===== src/rtl/crp16_alu_sub_seq.sv =====
// Nibble-serial 16-bit add/subtract unit for the CRP16 set-less-than path.
// Optional feature: define CRP16_ALU_SUB_SEQ_OVF_EN to add the registered signed-overflow output ovf.
module crp16_alu_sub_seq (
    input  logic        clk,
    input  logic        reset_n,
    input  logic        start,
    input  logic        sub,
    input  logic [15:0] x,
    input  logic [15:0] y,
    output logic        busy,
    output logic        done,
    output logic [15:0] z,
    output logic        x_s,
    output logic        y_s,
    output logic        z_s,
`ifdef CRP16_ALU_SUB_SEQ_OVF_EN
    output logic        ovf,
`endif
    output logic        c_out
);

    localparam int unsigned W  = 16;
    localparam int unsigned SW = 4;
    localparam int unsigned CW = 2;

    typedef enum logic [1:0] {
        IDLE = 2'd0,
        RUN  = 2'd1,
        DONE = 2'd2
    } state_t;

    state_t          state;
    state_t          state_nx;
    logic [CW-1:0]   cnt;
    logic            carry;
    logic            sub_r;
    logic [W-1:0]    xr;
    logic [W-1:0]    yr;

    logic            accept;
    logic            last;
    logic [3:0]      base;
    logic [SW-1:0]   xa;
    logic [SW-1:0]   yb;
    logic [SW:0]     sum;

    // Slice datapath: one 4-bit adder fed by the counter-selected nibbles.
    always_comb begin
        base   = {cnt, 2'b00};
        xa     = xr[base +: SW];
        yb     = yr[base +: SW] ^ {SW{sub_r}};
        sum    = {1'b0, xa} + {1'b0, yb} + {{SW{1'b0}}, carry};
        accept = start && ((state == IDLE) || (state == DONE));
        last   = (state == RUN) && (cnt == CW'(3));
    end

    always_ff @(posedge clk or negedge reset_n) begin
        if (!reset_n) begin
            state <= IDLE;
        end else begin
            state <= state_nx;
        end
    end

    always_comb begin
        state_nx = state;
        case (state)
            IDLE:    if (start) state_nx = RUN;
            RUN:     if (cnt == CW'(3)) state_nx = DONE;
            DONE:    state_nx = start ? RUN : IDLE;
            default: state_nx = IDLE;
        endcase
    end

    // Operand latch, slice writes and result flags.
    always_ff @(posedge clk or negedge reset_n) begin
        if (!reset_n) begin
            cnt   <= '0;
            carry <= 1'b0;
            sub_r <= 1'b0;
            xr    <= '0;
            yr    <= '0;
            z     <= '0;
            x_s   <= 1'b0;
            y_s   <= 1'b0;
            z_s   <= 1'b0;
            c_out <= 1'b0;
            busy  <= 1'b0;
            done  <= 1'b0;
        end else begin
            busy <= (state_nx == RUN);
            done <= (state_nx == DONE);
            if (accept) begin
                xr    <= x;
                yr    <= y;
                sub_r <= sub;
                carry <= sub;
                cnt   <= '0;
                z     <= '0;
            end else if (state == RUN) begin
                z[base +: SW] <= sum[SW-1:0];
                carry         <= sum[SW];
                cnt           <= cnt + CW'(1);
                if (last) begin
                    x_s   <= xr[W-1];
                    y_s   <= yr[W-1];
                    z_s   <= sum[SW-1];
                    c_out <= sum[SW];
                end
            end
        end
    end

`ifdef CRP16_ALU_SUB_SEQ_OVF_EN
    logic c_msb;

    // Carry into bit 15 recovered from the top bit of the slice-3 sum.
    always_comb begin
        c_msb = xa[SW-1] ^ yb[SW-1] ^ sum[SW-1];
    end

    always_ff @(posedge clk or negedge reset_n) begin
        if (!reset_n) begin
            ovf <= 1'b0;
        end else if (last) begin
            ovf <= c_msb ^ sum[SW];
        end
    end
`endif

endmodule


===== config.mk =====
export PLATFORM = sky130hd
export DESIGN_NAME = crp16_alu_sub_seq
export DESIGN_NICKNAME = d
export VERILOG_FILES = /design/src/rtl/crp16_alu_sub_seq.sv
export SDC_FILE = /design/constraint.sdc
export NUM_CORES = 1
export LEC_CHECK = 0
export CAP_MARGIN = 5
export CORE_MARGIN = 1.5
export CORE_UTILIZATION = 46
export CTS_CLUSTER_SIZE = 40
export DETAILED_ROUTE_END_ITERATION = 12
export GPL_TIMING_DRIVEN = 1
export HOLD_SLACK_MARGIN = 0.15
export PLACE_DENSITY = 0.74
export RECOVER_POWER = 100
export SKIP_LAST_GASP = 1
export SYNTH_ARGS = -nofsm -noshare
export SYNTH_HDL_FRONTEND = slang
export SYNTH_SLANG_ARGS = --single-unit

===== constraint.sdc =====
create_clock -name clk -period 2.31 [get_ports clk]
set_input_delay 0.462 -clock clk [delete_from_list [all_inputs] [get_ports clk]]
set_output_delay 0.462 -clock clk [all_outputs]
set_load 0.02 [all_outputs]

* Word level (Yosys, flattened, before mapping) *
Index checks and enable logic that the tools add are counted.

storage, ports and cells
  bits in registers = 60
  latch bits = 0
  RAM bits = 0
  memory bits (read-only) = 0
  input bits = 36
  output and inout bits = 22
  memories = 0

cells by class
  $add $sub $neg = 4
  $mul = 0
  div/mod/pow operators = 0
  order comparisons = 0
  equality and inequality tests = 5
  shift operators = 4
  mux-type cells = 11
  bitwise logic cells = 2
  reductions and logical operators = 6

operators with widths
  operator                  number
  $mux W16                  2
  $shiftx A16 B5 Y4         2
  $bwmux W16                1
  $shift A4 B6 Y16 const A  1
  $shiftx A4 B6 Y16         1
  $mux W2                   4
  $eq A2 B2 Y1 const B      3
  $neg A4 Y6                1
  $pmux W2 S3               1
  $add A4 B4 Y5             1
  $add A5 B1 Y5             1
  $eq A2 B1 Y1 const B      2
  $xor A4 B4 Y4             1
  $mux W1                   3
  $reduce_and A3 Y1         1
  $add A2 B1 Y2 const B     1
  $logic_and A1 B1 Y1       2
  $logic_not A2 Y1          1
  $reduce_bool A2 Y1        1
  $logic_or A1 B1 Y1        1
  $not A1 Y1                1

* Logic depth before layout (Yosys ltp) *
Gate-level depths: netlist of run 1.

  word-level depth = 8
  depth in mapped cells = 10
  depth with buffers taken out = 8

* Worst setup path before layout of run 1 *
OpenSTA, ideal clock, no wires.

  path type = register -> register
  start = register cnt[0]
  end = register z[6]
  setup time = 95 ps
  arrival time = 2,367 ps
  setup slack = -152 ps
  cell stages (with the launch flop) = 8
  period minus slack after synthesis = 2,462 ps
  cells stage by stage = dfrtp_1 -> buf_6 -> mux4_1 -> xnor2_1 -> fa_1 -> fa_1 -> xor2_1 -> o31ai_1

on the way
  word-level cells in the longest chain between the ends = 8

ends and longest elaborated chain
  what                           RTL line  source
  start, declared                34        logic [CW-1:0] cnt;
  start signal, assigned         103       cnt <= cnt + CW'(1);
  $shiftx A16 B5 Y4              51        yb = yr[base +: SW] ^ {SW{sub_r}};
  $xor A4 B4 Y4                  51
  $add A4 B4 Y5                  52        sum = {1'b0, xa} + {1'b0, yb} + {{SW{1'b0}}, carry};
  $add A5 B1 Y5                  52
  $shiftx A4 B6 Y16              101       z[base +: SW] <= sum[SW-1:0];
  $bwmux W16 (*)                 101
  $mux W16 (*)                   100       end else if (state == RUN) begin
  $mux W16 (*)                   93        if (accept) begin
  end signal, assigned by index  101
  end, declared                  12        output logic [15:0] z,

Mark *: on every way between the ends. The rest lies on a longest branch, timed or not. The select of a mux whose other input is x is not followed.
A chain may end at the register's enable or synchronous reset.

* Worst setup path after layout of run 1 *
  start = register cnt[0]
  end = register z[5]

The elaborated chain is that of the path after synthesis.

==> results of run 1 <==
[final cells by class]
class                   instances  area, um2
multi-input cells             125       1220
repair buffers                 70        672
inverters                       9       33.8
clock inverters                 5       50.0
clock buffers                  11        151
fillers                       471       2160
well taps                      75       93.8
flip-flops and latches         60       1500
[report_power, final]
part / switching (mW) / internal (mW)
clock network: 0.390 / 0.549
registers: 0.289 / 1.54
logic: 1.93 / 1.94
total: 2.61 / 4.03
[per-stage QoR]
| step | utilization (%) | setup TNS (ns) |
|---|---|---|
| floorplan | - | -0.0507 |
| global placement | 58.8 | -0.371 |
| detailed placement | 58.8 | -0.927 |
| CTS | 63.0 | -0.258 |
| global route | 63.3 | -2.03 |
| finish | 63.3 | -0.122 |
[worst max-delay path by stage]
stage                             from           endpoint  slack [ns]  cells past startpoint
floorplan           cnt[0]$_DFFE_PN0P_   z[5]$_DFFE_PN0P_       -0.05                      8
global route        cnt[0]$_DFFE_PN0P_   z[5]$_DFFE_PN0P_       -0.12                      7
finish              cnt[0]$_DFFE_PN0P_   z[5]$_DFFE_PN0P_       -0.05                      7
global placement    cnt[0]$_DFFE_PN0P_    z_s$_DFFE_PN0P_       -0.07                      8
detailed placement  cnt[0]$_DFFE_PN0P_    z_s$_DFFE_PN0P_       -0.13                      8
CTS                 cnt[0]$_DFFE_PN0P_  z[10]$_DFFE_PN0P_       -0.04                      6
[cell families (layout without fill, tap and decap cells)]
kind of cell	Yosys count	count (layout)	synth area share [%]
adder cells (fa/ha/maj)	9	9	4.59
buffers and inverters	20	95	4.54
flip-flops	60	60	54.0
XOR/XNOR	6	6	1.89
AO/OA/AOI/OAI	29	29	6.97
AND/OR/NAND/NOR	39	39	7.01
multiplexers	42	42	21.0
[worst reg2reg max path, stage by stage (launching register included)]
cell and delay, ns:
dfrtp_1 0.38, mux4_2 0.54, xnor2_2 0.16, fa_2 0.36, fa_2 0.57, nor3_2 0.04, a21oi_1 0.12, nor2_1 0.07
[routing by layer]
metal | global-route usage, % | part of all wire (%)
met3 | 4.16 | 4.2
met1 | 24.9 | 46
met4 | 8.28 | 2.2
met5 | 0 | 0
met2 | 28.2 | 47
[placed cells by master (no fill, tap or decap), types with 4 or more instances in the layout]
| cell type | netlist | layout |
|---|---|---|
| nor2_1 | 9 | 9 |
| mux4_2 | 2 | 5 |
| inv_1 | 8 | 8 |
| clkbuf_8 | 0 | 11 |
| dfrtp_1 | 60 | 60 |
| ha_1 | 7 | 6 |
| dlygate4sd3_1 | 0 | 23 |
| o21ai_0 | 8 | 6 |
| clkdlybuf4s50_1 | 0 | 33 |
| a21oi_1 | 7 | 4 |
| mux2_2 | 34 | 34 |
| buf_4 | 2 | 9 |
| clkinv_2 | 0 | 4 |
| nand2_1 | 19 | 20 |
[timing repair]
item | CTS | global route
buffers inserted | 3 | 1
pin swaps | 1 | 4
resized for setup | 10 | 9
setup endpoints to repair | 13 | 16
endpoints found under the hold margin | 0 | 0
[flip-flops by register name, indices dropped and copies added, names as in the netlist]
| signal | count |
|---|---|
| state | 2 |
| xr | 16 |
| c_out | 1 |
| busy | 1 |
| sub_r | 1 |
| x_s | 1 |
| done | 1 |
| y_s | 1 |
| yr | 16 |
| carry | 1 |
| cnt | 2 |
| z | 16 |
| z_s | 1 |
==> results.json, run 1 <==
{
  "routed_wl_um": 5310,
  "vias": 1824,
  "wl_per_cell_um": 14.9,
  "worstSetupPathType": "flip-flop to flip-flop",
  "period_needed_ns": 2.36,
  "r2r_cells": 7,
  "status": "finished, violations left",
  "ios": 58,
  "seq_area_frac_synth_pct": 54.0,
  "setup_ws_ns": -0.0457,
  "crit_fanout": 3,
  "yosysWarnings": 0,
  "cpMostUsedCell": "fa_2",
  "max_stage_delay_ns": 0.57,
  "synthTopCellsByCount": "60 x dfrtp_1, 34 x mux2_2, 19 x nand2_1, 9 x nor2_1",
  "antenna_cells": 0,
  "synthTopCellsByArea": "dfrtp_1 54%, mux2_2 14%, mux4_1 5.7%, ha_1 3.1%, nand2_1 2.6%",
  "max_freq_mhz": 424,
  "synth-edff-count": 0,
  "r2r_end": "z[5]$_DFFE_PN0P_",
  "peakVddDrop_mv": 0.895,
  "power.density_nw_per_um2": 1780,
  "drive_above_1_share_pct": 30.0,
  "maxSlewViolCount": 0,
  "hold_path.class": "input port to async pin",
  "row_count": 28,
  "grt_remaining_overflow": 0,
  "dp_hpwl_um": 3850,
  "setup_viol_count_final": 4,
  "grt_antenna_before_repair": 0,
  "clock_path_buffers": 2,
  "area_growth_pct": 33.8,
  "worstSkewPairLatency_ns": 0.33,
  "viasPerCell": 5.14,
  "synth_largest_area_cell": "dfrtp_1",
  "reg2reg_from": "cnt[0]$_DFFE_PN0P_",
  "drt_iter0_markers": 123,
  "cts.sinks": 60,
  "synthArstFlopShare_pct": 100,
  "fin_nets": 320,
  "arrival_ns": 2.57,
  "drtAntennaViolNets": 0,
  "cts_root_buf": "clkbuf_8",
  "cts_tree": "done",
  "synth_area_per_cell_um2": 13.6,
  "clk_pin_slew_ns": 0.07,
  "path_cells": "mux4_2 -> xnor2_2 -> fa_2 -> fa_2 -> nor3_2 -> a21oi_1 -> nor2_1",
  "worstMarginPinSlew_ns": 1.48,
  "fin_crit_sh_pct": 102,
  "required_ns": 2.53,
  "final_cells": 355,
  "die_area_um2": 6520,
  "syn_area_um2": 2780,
  "worst-path-buf-inv": 0,
  "core-area_um2": 5890,
  "numPortBuffers": 57,
  "dpl_worst_slack_ns": -0.134,
  "power_mw": 6.63,
  "rsz0062_at_grt": "true",
  "syn-instance-count": 205,
  "r2r_slack_ns": -0.05,
  "holdBufCountCts": 0,
  "grtUsageTotal_pct": 18.3,
  "drc": 0,
  "yosys.area.top_type_share_pct": 54.0,
  "max-cap-violations": 0,
  "die_w_um": 80.8,
  "fp.dieH_um": 80.8,
  "grt_pass1_wl_um": 8850,
  "crit_slowest_cell": "fa_2",
  "path_delay_family": "adder cells",
  "grt_pass1_vias": 1826,
  "post_dp_cell_area_um2": 3460,
  "grt_max_degree": 44,
  "cts_buffers": 9,
  "end_kind": "flip-flop",
  "synth-seq-cells": 60,
  "routabilityCongestion": 0.818,
  "hold_violations": 0,
  "mappedNetlistNets": 250,
  "initial_core_util_pct": 47.3,
  "dp.cells": 336,
  "synth_most_common_cell": "dfrtp_1",
  "finalInstanceArea_um2": 3720,
  "violations": "setup timing",
  "dr.pass1.iters": 4,
  "critPathLaunchType": "flip-flop",
  "synth_cell_type_count": 35,
  "leakagePower_nw": 1.68,
  "finClkSkew_ns": 0.00692,
  "hold_slack_ns": 0.468,
  "ctsHtreeMaxLevel": 3,
  "relSlewSlack_pct": 1.63,
  "synth-main-ff-cell": "dfrtp_1"
}
Power figures use the tool's default switching activity.
==> inputs of run 2 (changes only) <==
Settings changed: CORE_UTILIZATION 46 to 47, DONT_BUFFER_PORTS set to 1, PLACE_DENSITY 0.74 to 0.62.
==> results.json, run 2 (synthesis results as in run 1) <==
{
  "status": "finished, violations left",
  "violations": "setup timing",
  "clock_path_buffers": 2,
  "setup_ws_ns": -0.144,
  "final_common_cell": "dfrtp_1",
  "cts_tree": "done",
  "grt_pass1_wl_um": 9060,
  "routabilityCongestion": 0.783,
  "arrival_ns": 2.67,
  "grt_pass1_vias": 1841,
  "period_needed_ns": 2.45,
  "worstSetupStartpoint": "cnt[0]$_DFFE_PN0P_",
  "multi_input_area_um2": 1250,
  "fp.dieH_um": 79.9,
  "drtAntennaViolNets": 0,
  "cts_buffers": 9,
  "clk_pin_slew_ns": 0.07,
  "wl_per_cell_um": 18.3,
  "r2r_slack_ns": -0.14,
  "reg2reg_from": "cnt[0]$_DFFE_PN0P_",
  "max-cap-violations": 0,
  "area_growth_pct": 17.2,
  "numPortBuffers": 0,
  "grtUsageTotal_pct": 18.9,
  "worstSetupPathType": "flip-flop to flip-flop",
  "dr.pass1.iters": 4,
  "setup_tns_ns": -1.32,
  "antenna_cells": 0,
  "relSlewSlack_pct": 3.38,
  "maxSlewViolCount": 0,
  "fin_crit_sh_pct": 106,
  "worstSkewPairLatency_ns": 0.33,
  "grt_antenna_before_repair": 0,
  "fin_nets": 265,
  "fill_cells": 471,
  "dpl_worst_slack_ns": -0.176,
  "cts_root_buf": "clkbuf_8",
  "rsz0062_at_grt": "true",
  "critPathLaunchType": "flip-flop",
  "vias": 1667,
  "r2r_cells": 7,
  "routed_wl_um": 5440,
  "endpoint": "z[1]$_DFFE_PN0P_",
  "row_count": 27,
  "core-area_um2": 5610,
  "required_ns": 2.52,
  "layout_common_cells": "59 x dfrtp_1, 33 x mux2_2, 19 x nand2_1",
  "hold_violations": 0,
  "initial_core_util_pct": 49.6,
  "drive_above_1_share_pct": 39.6,
  "grt_remaining_overflow": 0,
  "largestRegisters": "xr x16, yr x16, z x16",
  "hold_path.class": "input port to flip-flop",
  "dp.cells": 276,
  "finClkSkew_ns": 0.00861,
  "worstMarginPinSlew_ns": 1.45,
  "end_kind": "flip-flop",
  "r2r_end": "z[1]$_DFFE_PN0P_",
  "die_area_um2": 6390,
  "setup_viol_count_final": 13,
  "final_cells": 297,
  "drt_iter0_markers": 118,
  "ctsHtreeMaxLevel": 3,
  "viasPerCell": 5.61,
  "grt_max_degree": 61,
  "regArea_um2": 1500,
  "post_dp_cell_area_um2": 2880,
  "drc": 0,
  "finalInstanceArea_um2": 3260,
  "crit_fanout": 4,
  "die_w_um": 79.9,
  "max_freq_mhz": 407,
  "ios": 58,
  "dp_hpwl_um": 3850,
  "cts.sinks": 60
}
## run 2: what timing repair did
item                                    in CTS  in global routing
gates cloned                                 0                  0
hold buffers                                 2                  0
gates resized for setup                     11                 14
buffers inserted                             0                  3
endpoints found under the setup margin      16                 16
endpoints found under the hold margin       60                  0
pin swaps                                    7                  6
## run 2: routing by layer
layer,vias up,global-route usage [%],share of wire (%)
li1,750,-,-
met1,854,22.3,40
met2,58,31.8,53
met3,5,7.43,6.3
met4,0,5.17,0.59
met5,-,0,0
## run 2: how the worst min path moves through the flow
stage	startpoint	to	depth (start not counted)
after CTS	x[11]	xr[11]$_DFFE_PN0P_	1
after global placement	reset_n	z[10]$_DFFE_PN0P_	0
after global routing	sub	sub_r$_DFFE_PN0P_	1
final	x[11]	xr[11]$_DFFE_PN0P_	1
after floorplan	reset_n	busy$_DFF_PN0_	0
after detailed placement	reset_n	z[9]$_DFFE_PN0P_	0
## run 2: worst max-delay path, cell delays in order (launching register included)
cell     delay [ns]
dfrtp_2        0.41
mux4_2         0.55
xnor2_2        0.16
fa_2           0.37
fa_2           0.56
buf_4          0.12
buf_6          0.09
o21ai_0        0.07
## run 2: stage by stage
| step | util (%) | hold WS (ns) |
|---|---|---|
| floorplan | - | 0.166 |
| global placement | 51.3 | 0.168 |
| global route | 58.1 | 0.264 |
| finish | 58.1 | 0.283 |
| CTS | 57.3 | 0.268 |
| detailed placement | 51.3 | 0.168 |
## run 2: layout make-up
class                   instances  share of cell area (%)
multi-input cells             125                    38.3
clock buffers                  12                    4.76
clock inverters                 4                    2.92
well taps                      72                    2.76
flip-flops and latches         60                    46.1
repair buffers                 15                    4.18
inverters                       9                    1.04
Power of run 2 is left out: the tool's default activity adds up to more than one toggle a clock period on the data nets, which glitch-free logic cannot reach.
